--- config.mk ---
export PLATFORM = sky130hd
export DESIGN_NAME = vp_frame_pad
export DESIGN_NICKNAME = d
export VERILOG_FILES = /design/src/rtl/vp_frame_pad_pkg.sv /design/src/rtl/vp_frame_pad_out_reg.sv /design/src/rtl/vp_frame_pad.sv
export SDC_FILE = /design/constraint.sdc
export NUM_CORES = 1
export LEC_CHECK = 0
export ABC_AREA = 1
export BUFFER_PORTS_ARGS = -buffer_cell sky130_fd_sc_hd__buf_2
export CORE_ASPECT_RATIO = 0.5
export CORE_MARGIN = 2
export CORE_UTILIZATION = 55
export CTS_CLUSTER_DIAMETER = 60
export CTS_CLUSTER_SIZE = 25
export DETAILED_ROUTE_END_ITERATION = 10
export HOLD_SLACK_MARGIN = 0.03
export MAX_ROUTING_LAYER = met4
export PLACE_DENSITY = 0.82
export SYNTH_ARGS = -nofsm -noshare
export SYNTH_HDL_FRONTEND = slang
export SYNTH_SLANG_ARGS = --single-unit
--- constraint.sdc ---
create_clock -name clk -period 2.5 [get_ports clk]
set_input_delay 0.5 -clock clk [delete_from_list [all_inputs] [get_ports clk]]
set_output_delay 0.5 -clock clk [all_outputs]
set_load 0.02 [all_outputs]
--- src/rtl/vp_frame_pad_pkg.sv ---
// Shared definitions for the frame conformer: FSM state encoding and pad-mode values.
package vp_frame_pad_pkg;

    typedef enum logic [2:0] {
        ST_IDLE   = 3'd0,
        ST_ACTIVE = 3'd1,
        ST_HPAD   = 3'd2,
        ST_HDROP  = 3'd3,
        ST_VPAD   = 3'd4,
        ST_VDROP  = 3'd5,
        ST_DONE   = 3'd6
    } vp_state_t;

    localparam logic PAD_CONST = 1'b0;
    localparam logic PAD_EDGE  = 1'b1;

endpackage

--- src/rtl/vp_frame_pad_out_reg.sv ---
// Single-stage valid/ready output register; holds its beat stable while the sink stalls.
module vp_frame_pad_out_reg #(
    parameter int PW = 24
) (
    input  logic          clk,
    input  logic          rst_n,
    input  logic          flush,
    input  logic          push,
    input  logic [PW-1:0] pix,
    input  logic          sof,
    input  logic          eol,
    input  logic          m_ready,
    output logic          m_valid,
    output logic [PW-1:0] m_data,
    output logic          m_sof,
    output logic          m_eol,
    output logic          can_load
);

    assign can_load = ~m_valid | m_ready;

    always_ff @(posedge clk or negedge rst_n) begin
        if (!rst_n) begin
            m_valid <= 1'b0;
            m_data  <= '0;
            m_sof   <= 1'b0;
            m_eol   <= 1'b0;
        end else if (flush) begin
            m_valid <= 1'b0;
        end else if (can_load) begin
            m_valid <= push;
            if (push) begin
                m_data <= pix;
                m_sof  <= sof;
                m_eol  <= eol;
            end
        end
    end

endmodule

--- src/rtl/vp_frame_pad.sv ---
// Frame conformer: passes input pixels through and pads/crops lines and frames to out_w x out_h.
module vp_frame_pad
    import vp_frame_pad_pkg::*;
#(
    parameter int DATA_WIDTH  = 8,
    parameter int CHANNELS    = 3,
    parameter int X_RES_WIDTH = 11,
    parameter int Y_RES_WIDTH = 11
) (
    input  logic                           clk,
    input  logic                           rst_n,
    input  logic                           start,
    input  logic [X_RES_WIDTH-1:0]         in_w_m1,
    input  logic [Y_RES_WIDTH-1:0]         in_h_m1,
    input  logic [X_RES_WIDTH-1:0]         out_w_m1,
    input  logic [Y_RES_WIDTH-1:0]         out_h_m1,
    input  logic                           pad_mode,
    input  logic [DATA_WIDTH*CHANNELS-1:0] fill_color,
    input  logic                           s_valid,
    output logic                           s_ready,
    input  logic [DATA_WIDTH*CHANNELS-1:0] s_data,
    output logic                           m_valid,
    input  logic                           m_ready,
    output logic [DATA_WIDTH*CHANNELS-1:0] m_data,
    output logic                           m_sof,
    output logic                           m_eol,
    output logic                           busy,
    output logic                           frame_done,
    output logic                           drop_err
);

    localparam int PW = DATA_WIDTH * CHANNELS;

    vp_state_t              state, nxt;
    logic [X_RES_WIDTH-1:0] in_w_r, out_w_r, in_x, out_x;
    logic [Y_RES_WIDTH-1:0] in_h_r, out_h_r, in_y, out_y;
    logic                   pad_mode_r, in_done;
    logic [PW-1:0]          fill_r, last_pix, pix;
    logic                   can_load, emit, accept;
    logic                   in_last_x, in_last_y, out_last_x, out_last_y;

    assign in_last_x  = (in_x == in_w_r);
    assign in_last_y  = (in_y == in_h_r);
    assign out_last_x = (out_x == out_w_r);
    assign out_last_y = (out_y == out_h_r);
    assign accept     = s_valid & s_ready;
    assign busy       = (state != ST_IDLE);

    always_comb begin
        nxt     = state;
        s_ready = 1'b0;
        emit    = 1'b0;
        pix     = fill_r;
        case (state)
            ST_ACTIVE: begin
                s_ready = can_load;
                emit    = s_valid & can_load;
                pix     = s_data;
                if (emit) begin
                    if (in_last_x && out_last_x)
                        nxt = out_last_y ? (in_last_y ? ST_DONE : ST_VDROP)
                                         : (in_last_y ? ST_VPAD : ST_ACTIVE);
                    else if (in_last_x)
                        nxt = ST_HPAD;
                    else if (out_last_x)
                        nxt = out_last_y ? ST_VDROP : ST_HDROP;
                end
            end
            ST_HPAD: begin
                emit = can_load;
                pix  = (pad_mode_r == PAD_EDGE) ? last_pix : fill_r;
                if (emit && out_last_x)
                    nxt = out_last_y ? (in_done ? ST_DONE : ST_VDROP)
                                     : (in_done ? ST_VPAD : ST_ACTIVE);
            end
            ST_HDROP: begin
                s_ready = 1'b1;
                if (s_valid && in_last_x)
                    nxt = in_last_y ? ST_VPAD : ST_ACTIVE;
            end
            ST_VPAD: begin
                emit = can_load;
                if (emit && out_last_x && out_last_y)
                    nxt = ST_DONE;
            end
            ST_VDROP: begin
                s_ready = 1'b1;
                if (s_valid && in_last_x && in_last_y)
                    nxt = ST_DONE;
            end
            // Leave only once the final beat has been taken by the sink.
            ST_DONE:  if (can_load) nxt = ST_IDLE;
            default:  nxt = ST_IDLE;
        endcase
        if (start)
            nxt = ST_ACTIVE;
    end

    always_ff @(posedge clk or negedge rst_n) begin
        if (!rst_n) begin
            state      <= ST_IDLE;
            frame_done <= 1'b0;
        end else begin
            state      <= nxt;
            frame_done <= (state == ST_DONE) && (nxt == ST_IDLE);
        end
    end

    always_ff @(posedge clk or negedge rst_n) begin
        if (!rst_n) begin
            in_w_r     <= '0;
            in_h_r     <= '0;
            out_w_r    <= '0;
            out_h_r    <= '0;
            pad_mode_r <= 1'b0;
            fill_r     <= '0;
            in_x       <= '0;
            in_y       <= '0;
            out_x      <= '0;
            out_y      <= '0;
            in_done    <= 1'b0;
            drop_err   <= 1'b0;
        end else if (start) begin
            in_w_r     <= in_w_m1;
            in_h_r     <= in_h_m1;
            out_w_r    <= out_w_m1;
            out_h_r    <= out_h_m1;
            pad_mode_r <= pad_mode;
            fill_r     <= fill_color;
            in_x       <= '0;
            in_y       <= '0;
            out_x      <= '0;
            out_y      <= '0;
            in_done    <= 1'b0;
            drop_err   <= 1'b0;
        end else begin
            if (accept) begin
                if (in_last_x) begin
                    in_x <= '0;
                    if (in_last_y) in_done <= 1'b1;
                    else           in_y    <= in_y + 1'b1;
                end else begin
                    in_x <= in_x + 1'b1;
                end
            end
            if (emit) begin
                if (out_last_x) begin
                    out_x <= '0;
                    if (!out_last_y) out_y <= out_y + 1'b1;
                end else begin
                    out_x <= out_x + 1'b1;
                end
            end
            if (state == ST_IDLE && s_valid)
                drop_err <= 1'b1;
        end
    end

    // Edge-repeat source: most recent pixel taken on the current line.
    always_ff @(posedge clk) begin
        if (accept && state == ST_ACTIVE)
            last_pix <= s_data;
    end

    vp_frame_pad_out_reg #(.PW(PW)) u_out_reg (
        .clk      (clk),
        .rst_n    (rst_n),
        .flush    (start),
        .push     (emit),
        .pix      (pix),
        .sof      ((out_x == '0) && (out_y == '0)),
        .eol      (out_last_x),
        .m_ready  (m_ready),
        .m_valid  (m_valid),
        .m_data   (m_data),
        .m_sof    (m_sof),
        .m_eol    (m_eol),
        .can_load (can_load)
    );

endmodule
* Word level (Yosys, flattened, before mapping)
Index checks and enable logic that the tools add are counted.
** Word-level totals
- Register bits :: 170
- Latch bits :: 0
- Bits in writable memories :: 0
- Bits in read-only memories :: 0
- Input port bits :: 98
- Output and inout port bits :: 31
- Logic and storage cells :: 111
- Memories :: 0
** Cells by class
- Add/subtract/negate cells :: 4
- $mul :: 0
- Div/mod/pow operators :: 0
- $lt $le $gt $ge :: 0
- Equal/unequal tests :: 12
- Shifts and indexed selects :: 0
- Muxes and demuxes :: 44
- Bitwise gates (word level) :: 5
- Reductions and logical operators :: 27
** Operators by type and width (number)
- two-way mux 11 bit :: 14
- case mux 24 bit (2 select lines) :: 1
- two-way mux 3 bit :: 15
- adder 11 x 1 -> 11 bit, second input constant :: 4
- equality test 11 bit :: 4
- two-way mux 24 bit :: 1
- zero test 11 bit :: 2
- case mux 3 bit (6 select lines) :: 1
- nonzero test 2 bit :: 7
- AND reduction 3 bit :: 4
- equality test 3 bit, second input constant :: 3
- logical AND 1 bit :: 9
- two-way mux 1 bit :: 8
- equality test 3 x 2 -> 1 bit, second input constant :: 2
- zero test 3 bit :: 2
- two-way mux 2 bit :: 2
- inequality test 2 bit, second input constant :: 2
- case mux 1 bit (2 select lines) :: 2
- OR reduction 2 bit :: 2
- equality test 3 x 1 -> 1 bit, second input constant :: 1
- nonzero test 3 bit :: 1
- bitwise AND 1 bit :: 2
- inverter 1 bit :: 2
- bitwise OR 1 bit :: 1

* Longest topological paths before layout
- Word-level depth :: 10
- Mapped depth :: 14
- Gate-level depth less buffers :: 14

* Hierarchy
From an unflattened synthesis, not the netlist that was laid out.
** Unflattened totals
- Cells, all modules :: 1052
- Area total of the unflattened synthesis :: 8628.3 um^2
** Modules (own cells, without submodules)
- vp_frame_pad :: instances 1, cells each 934, area an instance 7513.5 um^2
- vp_frame_pad_out_reg :: instances 1, cells each 118, area an instance 1114.8 um^2

* Worst setup path after synthesis
No wires, ideal clock.
- Kind :: input to register
- Start :: in m_ready
- End :: reg in_y[10]
- Library setup time :: 0.121 ns
- Arrival time :: 1.882 ns
- Data required time :: 2.379 ns
- Path slack :: 0.497 ns
- Cell stages on the path :: 11
- Path buffers :: 2
- Cell sequence :: nor2_1 -> inv_1 -> nand2_1 -> nand2_2 -> a21oi_4 -> inv_2 -> and3_1 -> buf_4 -> nor2_8 -> buf_6 -> o21ai_1
** Between the ends
- Longest elaborated chain between the ends :: 5
** RTL lines
- start: declaration :: RTL line vp_frame_pad.sv:23 : input logic m_ready,
- bitwise OR 1 bit :: RTL line vp_frame_pad_out_reg.sv:20 : assign can_load = ~m_valid | m_ready;
- case mux 1 bit (2 select lines) :: RTL line vp_frame_pad.sv:54 : case (state)
- via s_ready :: RTL line vp_frame_pad.sv:20 : output logic s_ready,
- bitwise AND 1 bit :: RTL line vp_frame_pad.sv:46 : assign accept = s_valid & s_ready;
- nonzero test 2 bit (no line)
- AND reduction 3 bit (no line)
- end signal: assignment :: RTL line vp_frame_pad.sv:141 : else in_y <= in_y + 1'b1;
- end: declaration :: RTL line vp_frame_pad.sv:36 : logic [Y_RES_WIDTH-1:0] in_h_r, out_h_r, in_y, out_y;
The timed path passes the listed nets, and every way through them passes these cells.
A chain may end at the register's enable or synchronous reset.

* Final worst setup path
- Start :: reg out_y[5]
- End :: reg out_y[10]
** Between the ends
- Longest elaborated chain between the ends :: 5
- Elaborated cells between the ends (all ways) :: 8
- Those cells by class :: add/sub (1); eq/ne (2); mux (4); reduce/logical (1)
** RTL lines
- start: declaration :: RTL line vp_frame_pad.sv:36
- start signal: assignment :: RTL line vp_frame_pad.sv:149 : if (!out_last_y) out_y <= out_y + 1'b1;
- adder 11 x 1 -> 11 bit :: RTL line vp_frame_pad.sv:149
- two-way mux 11 bit :: RTL line vp_frame_pad.sv:149
- two-way mux 11 bit :: RTL line vp_frame_pad.sv:147 : if (out_last_x) begin
- two-way mux 11 bit :: RTL line vp_frame_pad.sv:146 : if (emit) begin
- two-way mux 11 bit :: RTL line vp_frame_pad.sv:123 : end else if (start) begin
Several ways; a longest one is shown, not always the timed one. The select of a mux whose other input is x is not followed.

==> qor.yml <==
run_status:
  outcome: "finished clean"
yosys:
  yosysWarnings: 0
  synthFlopType: "dfrtp_1"
  yosys_register_bits: 170
  synth-seq-area-share_pct: 52.8
  netlist_area_um2: 8280
  synthCells: 1014
  synth-async-reset-ratio_pct: 85.9
  synth-edff-count: 24
  syn_avg_cell_area_um2: 8.17
  yosysUniqueCellTypes: 40
  synth_nets: 1118
setup_path:
  path_class: "reg -> reg"
  rr_startpoint: "out_y[5]"
  reg2reg_to: "out_y[10]"
  crit_required_ns: 2.78
  critPathArrivalTime_ns: 2.53
  cp-endpoint: "out_y[10]"
  critPathLaunchType: "flop"
  ff2ff_path_depth: 12
  slowest_stage: "dfrtp_1"
  crit_chain: "inv_1 -> nand2_1 -> nand2_1 -> nand2_1 -> nor2_1 -> nand3_1 -> nand2_1 -> inv_1 -> nand2_1 -> nand2_1 -> nand4_1 -> o21ai_0"
  crit_start: "out_y[5]"
  crit_path_frequent_cell: "nand2_1"
  cpPeakStageDelay_ns: 0.44
  cp-end-kind: "flop"
  worstPathMaxFanout: 12
  reg2reg_slack_ns: 0.25
layout:
  fin_cells: 1353
  fin_nets: 1246
  drive_above_1_share_pct: 16.4
  top_regs: "fill_r (24), last_pix (24), u_out_reg.m_data (24)"
  antenna_cells: 0
  syn_to_final_growth_pct: 18.3
floorplanning:
  die-width_um: 178
  core-area_um2: 14600
  die-area_um2: 16100
  row_count: 31
  io_pins: 129
  initial_core_util_pct: 56.8
  die-height_um: 90.8
timing:
  skew_ns: 0.0103
  fin_hold_ws_ns: 0.0633
  rsz0062_at_grt: "no"
  finalWorstSetupSlack_ns: 0.251
  maxSlewHeadroom_pct: 25.3
  period_share_pct: 90.0
  fmax_mhz: 445
  tightest_slew_ns: 1.12
  slew_viol_final: 0
  min_period_ns: 2.25
  hold_viol: 0
  finalSetupTns_ns: 0
  setup_viol: 0
routing:
  avgRoutedWirePerCell_um: 14.9
  final_antenna_net_count: 0
  drcViolationCount: 0
  drt_wl_total_um: 20200
  drt_first_pass_iters: 6
  avgViaCountPerCell: 5.39
  first_iter_violations: 533
  vias: 7295
clock_tree:
  cts_root_buffer: "clkbuf_16"
  ctsResizeCount: 0
  postCtsHoldBufs: 0
  htree_levels: 4
  cts_tree: "done"
  clock_latency_ns: 0.42
  clock_sinks: 170
  clk_pin_slew_ns: 0.07
  clockBufferDepth: 2
  cts-buffers-inserted: 17
  post-cts-setup-buffers: 0
place:
  place_ws_ns: 0.195
  io_buffers: 128
  place_inst: 1321
  place.gp.congestion: 0.918
  dp_hpwl_um: 14000
job:
  maxCapViolations: 0
global_route:
  antenna_found_initial: 0
  grt_util_met2_pct: 43.2
  grt.overflow.total: 0
  grt_use_met1_pct: 37.1
  grt_use_total_pct: 27.6
  grt_pass1_vias: 7138
  grt_pass1_wl_um: 34200
  use_met3_pct: 5.13
  grt_max_degree: 67
  grt.busiest_layer: "met2"
power:
  p_leak_nw: 4.67
  peakVddDrop_v: 0.000472
  p_per_area_nw_per_um2: 719
hold_path:
  hold_path.class: "in -> async"
how the worst min path moves through the flow:
stage | end | slack [ns] | cells past startpoint | startpoint
3_3_place_gp | fill_r[13] | 0.46 | 2 | fill_r[13]
5_1_grt | fill_r[5] | 0.10 | 1 | rst_n
3_5_place_dp | fill_r[12] | 0.46 | 2 | fill_r[12]
6_report | u_out_reg.m_data[10] | 0.06 | 1 | rst_n
4_1_cts | u_out_reg.m_data[10] | 0.08 | 1 | rst_n
2_1_floorplan | drop_err | 0.20 | 0 | rst_n
routing by layer:
layer	up-vias	wire [µm]
met2	274	9440
met1	3442	9160
met5	-	0
met4	0	234
met3	24	1350
li1	3555	-
power breakdown:
group / leakage (nW) / total (mW) / switching [mW] / internal [mW]
clock network: 0.302 / 2.78 / 1.19 / 1.59
logic: 2.31 / 1.02 / 0.653 / 0.370
registers: 2.06 / 3.24 / 0.170 / 3.07
synthesized netlist by cell type (2+ instances only):
cell	instances	area share [%]
clkbuf_1	23	1.0
nor3_1	30	1.8
nand3b_1	3	0.27
o21ai_1	7	0.42
inv_1	87	3.9
nor2_1	67	3.0
xnor2_1	22	2.3
ha_1	6	0.91
nand4_1	14	1.1
o21ai_0	43	2.6
dfrtp_1	146	44
buf_2	10	0.60
xor2_1	10	1.1
nor4_1	9	0.68
nand3_1	63	3.8
a41oi_1	24	2.5
o31ai_1	3	0.27
o21a_1	3	0.27
edfxtp_1	24	8.7
inv_2	2	0.091
a21oi_1	19	1.1
nand2_1	380	17
o22ai_1	2	0.15
stage by stage:
| step | cell area, µm² | util (%) | total power, mW |
|---|---|---|---|
| 6_report | 9800 | 67.2 | 7.05 |
| 5_1_grt | 9800 | 67.2 | 7.36 |
| 4_1_cts | 9800 | 67.2 | 7.09 |
| 3_5_place_dp | 9180 | 63.0 | 4.31 |
| 3_3_place_gp | 9180 | 63.0 | 4.28 |
| 2_1_floorplan | 8280 | - | 3.89 |
cell type report:
| cell class | instances | area, µm² |
|---|---|---|
| multi-input cells | 718 | 3420 |
| repair buffers | 145 | 802 |
| well taps | 198 | 248 |
| fillers | 1213 | 4780 |
| flip-flops and latches | 170 | 4370 |
| inverters | 90 | 338 |
| clock inverters | 13 | 155 |
| clock buffers | 19 | 464 |
worst max-delay path, delay by kind of cell (launching register included):
| kind | cells | cell delay [ns] |
|---|---|---|
| buf+inv | 2 | 0.25 |
| simple gates | 9 | 1.33 |
| flops | 1 | 0.44 |
| compound gates | 1 | 0.10 |
placed cells by master, fill, tap and decap left out, types with 2 or more instances in the layout:
cell and count:
clkbuf_16 18, buf_2 126, dfrtp_1 146, o22ai_1 2, inv_1 86, bufinv_16 2, a21oi_1 19, xnor2_1 22
nand2_1 380, o31ai_1 3, edfxtp_1 24, nand3_1 63, inv_2 3, ha_1 6, buf_12 2, inv_8 2
buf_4 16, o21ai_0 43, clkinv_1 2, xor2_1 10, nand3b_1 3, nor3_1 29, a41oi_1 24, nor4_1 9
o21ai_1 6, inv_6 4, nand4_1 14, o21a_1 3, nor2_1 67, clkinv_4 3
logic make-up after synthesis:
group                      after synthesis  share of synthesized area [%]
muxes                                    1                          0.136
DFF                                    170                           52.8
and+or+nand+nor                        573                           28.8
buffers and inverters                  126                           6.00
adders and majority gates                6                          0.906
AOI/OAI and AO/OA                      106                           7.98
xor gates and xnor gates                32                           3.38
(Power assumes the default switching activity.)
